**config.mk**
```make
export PLATFORM = sky130hd
export DESIGN_NAME = dmem_port_arbiter
export DESIGN_NICKNAME = d
export VERILOG_FILES = /design/src/rtl/lc3b_types.sv /design/src/rtl/arb_starve_counter.sv /design/src/rtl/dmem_port_arbiter.sv
export SDC_FILE = /design/constraint.sdc
export NUM_CORES = 1
export LEC_CHECK = 0
export CAP_MARGIN = 10
export CELL_PAD_IN_SITES_DETAIL_PLACEMENT = 2
export CELL_PAD_IN_SITES_GLOBAL_PLACEMENT = 2
export CORE_ASPECT_RATIO = 1.75
export CORE_UTILIZATION = 21
export DETAILED_ROUTE_END_ITERATION = 8
export GPL_ROUTABILITY_DRIVEN = 0
export PLACE_DENSITY_LB_ADDON = 0.1
export SYNTH_ARGS = -nofsm -noshare
export SYNTH_HDL_FRONTEND = slang
export SYNTH_SLANG_ARGS = --single-unit
```
**constraint.sdc**
```tcl
create_clock -name clk -period 2.1 [get_ports clk]
set_input_delay 0.21 -clock clk [delete_from_list [all_inputs] [get_ports clk]]
set_output_delay 0.21 -clock clk [all_outputs]
set_load 0.05 [all_outputs]
```
**src/rtl/lc3b_types.sv**
```systemverilog
// Shared LC-3b datapath types for the data-memory port arbiter.
package lc3b_types;

  localparam int unsigned WORD_W = 16;
  localparam int unsigned MASK_W = 2;

  typedef logic [WORD_W-1:0] lc3b_word;
  typedef logic [MASK_W-1:0] lc3b_mem_wmask;

  typedef enum logic [1:0] {
    IDLE    = 2'd0,
    ST_BUSY = 2'd1,
    LD_BUSY = 2'd2
  } arb_state_t;

  typedef enum logic [1:0] {
    GNT_NONE = 2'd0,
    GNT_ST   = 2'd1,
    GNT_LD   = 2'd2
  } arb_grant_t;

  // Control half of the memory bus; write data is kept separate since its width is a parameter.
  typedef struct packed {
    logic          read;
    logic          write;
    lc3b_word      addr;
    lc3b_mem_wmask byte_en;
  } mem_ctl_t;

  // Stores win unless a starved load is due; flush only ever blocks the load side.
  function automatic arb_grant_t arb_pick(input logic st_req, input logic ld_req,
                                          input logic flush, input logic limit_hit);
    arb_grant_t g;
    g = GNT_NONE;
    if (st_req && (!ld_req || flush || !limit_hit)) begin
      g = GNT_ST;
    end else if (ld_req && !flush) begin
      g = GNT_LD;
    end
    return g;
  endfunction

endpackage

```
**src/rtl/arb_starve_counter.sv**
```systemverilog
// Saturating count of store grants taken while a load waits; built only with DMEM_ARB_FAIRNESS_EN.
`ifdef DMEM_ARB_FAIRNESS_EN
module arb_starve_counter #(
  parameter int unsigned STARVE_LIMIT = 4
) (
  input  logic clk,
  input  logic rst_n,
  input  logic idle_i,
  input  logic ld_req_i,
  input  logic st_grant_i,
  input  logic ld_grant_i,
  output logic at_limit_o
);

  localparam int unsigned CNT_W = (STARVE_LIMIT < 1) ? 1 : $clog2(STARVE_LIMIT + 1);
  localparam logic [CNT_W-1:0] LIMIT = CNT_W'(STARVE_LIMIT);

  logic [CNT_W-1:0] count_q, count_d;
  logic             at_limit_q;

  always_comb begin
    count_d = count_q;
    if (ld_grant_i || (idle_i && !ld_req_i)) begin
      count_d = '0;
    end else if (st_grant_i && ld_req_i && (count_q != LIMIT)) begin
      count_d = count_q + CNT_W'(1);
    end
  end

  // Flag is registered alongside the count so the arbiter sees a flop output.
  always_ff @(posedge clk or negedge rst_n) begin
    if (!rst_n) begin
      count_q    <= '0;
      at_limit_q <= 1'(STARVE_LIMIT == 0);
    end else begin
      count_q    <= count_d;
      at_limit_q <= (count_d == LIMIT);
    end
  end

  assign at_limit_o = at_limit_q;

endmodule
`endif

```
**src/rtl/dmem_port_arbiter.sv**
```systemverilog
// Arbitrates the single data-memory port between committed stores and buffered loads.
// Optional load-starvation fairness is enabled with DMEM_ARB_FAIRNESS_EN.
module dmem_port_arbiter
  import lc3b_types::*;
#(
  parameter int unsigned data_width   = 16,
  parameter int unsigned STARVE_LIMIT = 4
) (
  input  logic                  clk,
  input  logic                  rst_n,
  input  logic                  st_req,
  input  lc3b_word              st_addr,
  input  logic [data_width-1:0] st_wdata,
  input  lc3b_mem_wmask         st_byte_en,
  output logic                  st_ack,
  input  logic                  ld_req,
  input  lc3b_word              ld_addr,
  output logic                  ld_ack,
  output logic [data_width-1:0] ld_rdata,
  input  logic                  flush,
  output logic                  mem_read,
  output logic                  mem_write,
  output lc3b_word              mem_address,
  output logic [data_width-1:0] mem_wdata,
  output lc3b_mem_wmask         mem_byte_enable,
  input  logic                  mem_resp,
  input  logic [data_width-1:0] mem_rdata
);

  arb_state_t            state_q, state_d;
  mem_ctl_t              ctl_q, ctl_d;
  logic [data_width-1:0] wdata_q, wdata_d;
  logic                  kill_q, kill_d;
  logic                  kill_c;
  logic                  limit_hit_c;
  arb_grant_t            grant_c;

  // A flush arriving on the response cycle must still squash that response.
  assign kill_c = kill_q | (flush & (state_q == LD_BUSY));

  always_comb begin
    state_d = state_q;
    ctl_d   = ctl_q;
    wdata_d = wdata_q;
    kill_d  = kill_q;
    grant_c = GNT_NONE;
    unique case (state_q)
      IDLE: begin
        kill_d  = 1'b0;
        grant_c = arb_pick(st_req, ld_req, flush, limit_hit_c);
        if (grant_c == GNT_ST) begin
          state_d = ST_BUSY;
          ctl_d   = '{read: 1'b0, write: 1'b1, addr: st_addr, byte_en: st_byte_en};
          wdata_d = st_wdata;
        end else if (grant_c == GNT_LD) begin
          state_d = LD_BUSY;
          ctl_d   = '{read: 1'b1, write: 1'b0, addr: ld_addr, byte_en: '0};
          wdata_d = '0;
        end
      end
      ST_BUSY: begin
        if (mem_resp) begin
          state_d     = IDLE;
          ctl_d.write = 1'b0;
        end
      end
      LD_BUSY: begin
        kill_d = kill_c;
        if (mem_resp) begin
          state_d    = IDLE;
          ctl_d.read = 1'b0;
          kill_d     = 1'b0;
        end
      end
      default: begin
        state_d = IDLE;
        ctl_d   = '0;
        kill_d  = 1'b0;
      end
    endcase
  end

  always_ff @(posedge clk or negedge rst_n) begin
    if (!rst_n) begin
      state_q <= IDLE;
      ctl_q   <= '0;
      wdata_q <= '0;
      kill_q  <= 1'b0;
    end else begin
      state_q <= state_d;
      ctl_q   <= ctl_d;
      wdata_q <= wdata_d;
      kill_q  <= kill_d;
    end
  end

`ifdef DMEM_ARB_FAIRNESS_EN
  arb_starve_counter #(
    .STARVE_LIMIT(STARVE_LIMIT)
  ) u_starve (
    .clk       (clk),
    .rst_n     (rst_n),
    .idle_i    (state_q == IDLE),
    .ld_req_i  (ld_req),
    .st_grant_i(grant_c == GNT_ST),
    .ld_grant_i(grant_c == GNT_LD),
    .at_limit_o(limit_hit_c)
  );
`else
  // Without fairness stores always win and the limit has no effect.
  logic unused_starve_limit;
  assign unused_starve_limit = |32'(STARVE_LIMIT);
  assign limit_hit_c         = 1'b0;
`endif

  assign mem_read        = ctl_q.read;
  assign mem_write       = ctl_q.write;
  assign mem_address     = ctl_q.addr;
  assign mem_byte_enable = ctl_q.byte_en;
  assign mem_wdata       = wdata_q;

  assign st_ack   = mem_resp & (state_q == ST_BUSY);
  assign ld_ack   = mem_resp & (state_q == LD_BUSY) & ~kill_c;
  assign ld_rdata = mem_rdata;

endmodule

```
==> flow_summary.toml <==
[critical_path]
crit_required_ns = 1.89
path_max_fanout = 4
r2r_cells = 6
end_kind = "output port"
rrSetupSlack_ns = 0.35
rr_endpoint = "mem_address[13]$_DFFE_PN0P_"
start_kind = "register"
crit_arrival_ns = 1.55
worstSetupPathType = "register to output port"
rr_startpoint = "state_q[0]$_DFFE_PN0P_"

[placement]
portBuffers = 93
hpwl_mm = 4.59

[power_and_ir_drop]
power.switching_mw = 2.34
p_seq_share_pct = 24.7
p_int_mw = 2.81
powerDensity_nw_per_um2 = 1650
netSwitchingFraction_pct = 45.5
power_frac_clock_pct = 14.0
combPwrFrac_pct = 61.3
ir_worst_vdd_mv = 0.616
p_leak_nw = 1.39

[die]
die-area_um2 = 9930
core_area_um2 = 9150
die_h_um = 131
initial_core_util_pct = 21.8
rows = 46
die_w_um = 75.8
io_pins = 126

[logic_synthesis]
syn_area_um2 = 2000
seq_area_frac_synth_pct = 48.8
synth_cell_types = 26
netlist_instances = 166
syn_area_per_cell_um2 = 12.0
synth.net_count = 243
ys_ff_latch = 39
yosys_warnings = 0

[global_routing]
use_met1_pct = 12.7
overflow = 0
grt_max_degree = 20
top_usage_layer = "met2"
met3_usage_pct = 4.59
first_global_vias = 1845
antenna_found_initial = 0
grt_pass1_wl_mm = 9.11
grt_util_met2_pct = 22.9
grt.total_usage_pct = 12.7

[routing]
final_antenna_net_count = 0
drt_wl_total_mm = 5.87
first_iter_violations = 26
wl_per_cell_um = 15.9
drcViolationCount = 0
vias = 1613
vias_per_cell = 4.36
firstDrtPassIters = 4

[sta]
fin_crit_ns = 1.76
setup_violations = 0
rsz0062_at_grt = "false"
whs_ns = 0.392
hold_viol_final = 0
slew_headroom_pct = 64.7
finalCritPeriodShare_pct = 84.0
final_max_slew_viol_count = 0
clock-skew-final_ns = 0.00980
maxClockFrequency_ghz = 0.567
tightest_slew_ns = 0.528
finalSetupTns_ns = 0

[layout]
diodes = 0
area_growth_pct = 56.4
layout.nets = 328
drive_gt1_share_pct = 14.0

[clock_network]
h-tree-depth = 2
cts_num_sinks = 39
clockBufferDepth = 2
postCtsSetupBuffers = 0
clk_latency_ns = 0.29
root_buffer = "clkbuf_16"
clk_pin_slew_worst_paths_ns = 0.06
tritoncts = "done"
cts_buffers = 5

[hold_path]
hp-class = "input pin to asynchronous set/reset pin"

[status]
status = "completed"

[job]
max-cap-violations = 0
==> how the worst max path moves through the flow <==
stage                                      start                           to  slack, ns  depth (start not counted)
after floorplan           state_q[0]$_DFFE_PN0P_                       ld_ack       0.30                          3
after global placement                     flush   mem_address[1]$_DFFE_PN0P_       0.33                          5
after detailed placement                   flush  mem_address[10]$_DFFE_PN0P_       0.28                          5
after CTS                 state_q[0]$_DFFE_PN0P_                       ld_ack       0.29                          4
after global routing      state_q[0]$_DFFE_PN0P_                       ld_ack       0.25                          4
final                     state_q[0]$_DFFE_PN0P_                       ld_ack       0.34                          4
==> worst max-delay path, cell delays in order, from the launching register on <==
cell and delay, ns:
dfrtp_1 0.41, inv_1 0.13, ha_1 0.22, nor4b_2 0.32, buf_12 0.18
==> final cells by class <==
type,count,area [µm²]
timing repair buffer,102,1030
fill,979,6020
tap,120,150
clock inverter,1,7.51
sequential,39,976
multi-input combinational,95,810
clock buffer,5,125
inverter,8,30.0
==> sequential cells by signal, indices dropped and copies added, names as in the netlist <==
register and flops:
mem_wdata 16, mem_read 1, kill_q 1, state_q 2
mem_write 1, mem_address 16, mem_byte_enable 2
==> layer usage <==
| layer | wire length (µm) | vias up |
|---|---|---|
| li1 | - | 724 |
| met1 | 2170 | 799 |
| met2 | 3140 | 84 |
| met3 | 457 | 6 |
| met4 | 95 | 0 |
| met5 | 0 | - |
==> cell usage in the layout (no fill, tap or decap), drive strengths merged <==
cell	count
dfrtp	39
nor2	18
a31oi	3
ha	5
a22oi	1
inv	7
clkdlybuf4s50	90
o22ai	1
nand2	2
nor2b	1
a22o	17
nand2b	4
mux2	16
buf	11
o21ba	1
a221o	1
clkbuf	5
and2	1
clkinvlp	1
nor4b	1
mux2i	18
o21ai	1
dlygate4sd3	1
a21oi	4
clkinv	1
==> power by group through the flow <==
stage / clock (mW) / sequential [mW] / combinational [mW]
6_report: 0.722 / 1.27 / 3.16
3_3_place_gp: 0 / 1.28 / 3.18
5_1_grt: 0.773 / 1.32 / 3.36
3_5_place_dp: 0 / 1.27 / 3.21
2_1_floorplan: 0 / 2.32 / 1.19
4_1_cts: 0.753 / 1.28 / 3.22
==> synthesized netlist by cell type <==
master    count  area (µm²)
dfrtp_1      39         976
buf_4        20         150
mux2i_1      18         180
nor2_1       18        67.6
a22o_1       17         149
mux2_2        8        90.1
mux2_4        8         120
inv_1         7        26.3
ha_1          5        62.6
a21oi_1       4        20.0
nand2b_1      4        25.0
a31oi_1       3        18.8
nand2_1       2        7.51
a221o_1       1        10.0
a22oi_1       1        7.51
and2_1        1        6.26
buf_12        1        20.0
buf_2         1        5.00
buf_6         1        11.3
clkbuf_1      1        3.75
clkinv_1      1        3.75
nor2b_2       1        8.76
nor4b_1       1        8.76
o21ai_1       1        5.00
o21ba_1       1        10.0
o22ai_1       1        6.26
==> stage by stage <==
| step | instance area, µm² | utilization [%] | std cells | worst slack [ns] | power (mW) |
|---|---|---|---|---|---|
| floorplan | 2010 | - | 166 | 0.298 | 3.51 |
| global placement | 2980 | 32.6 | 363 | 0.326 | 4.47 |
| finish | 3130 | 34.2 | 370 | 0.335 | 5.15 |
| detailed placement | 2980 | 32.6 | 363 | 0.278 | 4.49 |
| CTS | 3130 | 34.2 | 370 | 0.286 | 5.25 |
| global route | 3130 | 34.2 | 370 | 0.246 | 5.45 |
==> cell families after synthesis <==
group | Yosys count | synth area share, %
AO/OA/AOI/OAI | 29 | 11.3
adder cells (fa/ha/maj) | 5 | 3.13
buffers and inverters | 32 | 11.0
flip-flops | 39 | 48.8
multiplexers | 34 | 19.5
AND/OR/NAND/NOR | 27 | 6.20
==> timing repair <==
action	CTS	global route
gates resized for setup	0	0
endpoints found under the hold margin	14	0
hold buffers	1	0
(Power assumes the default switching activity.)
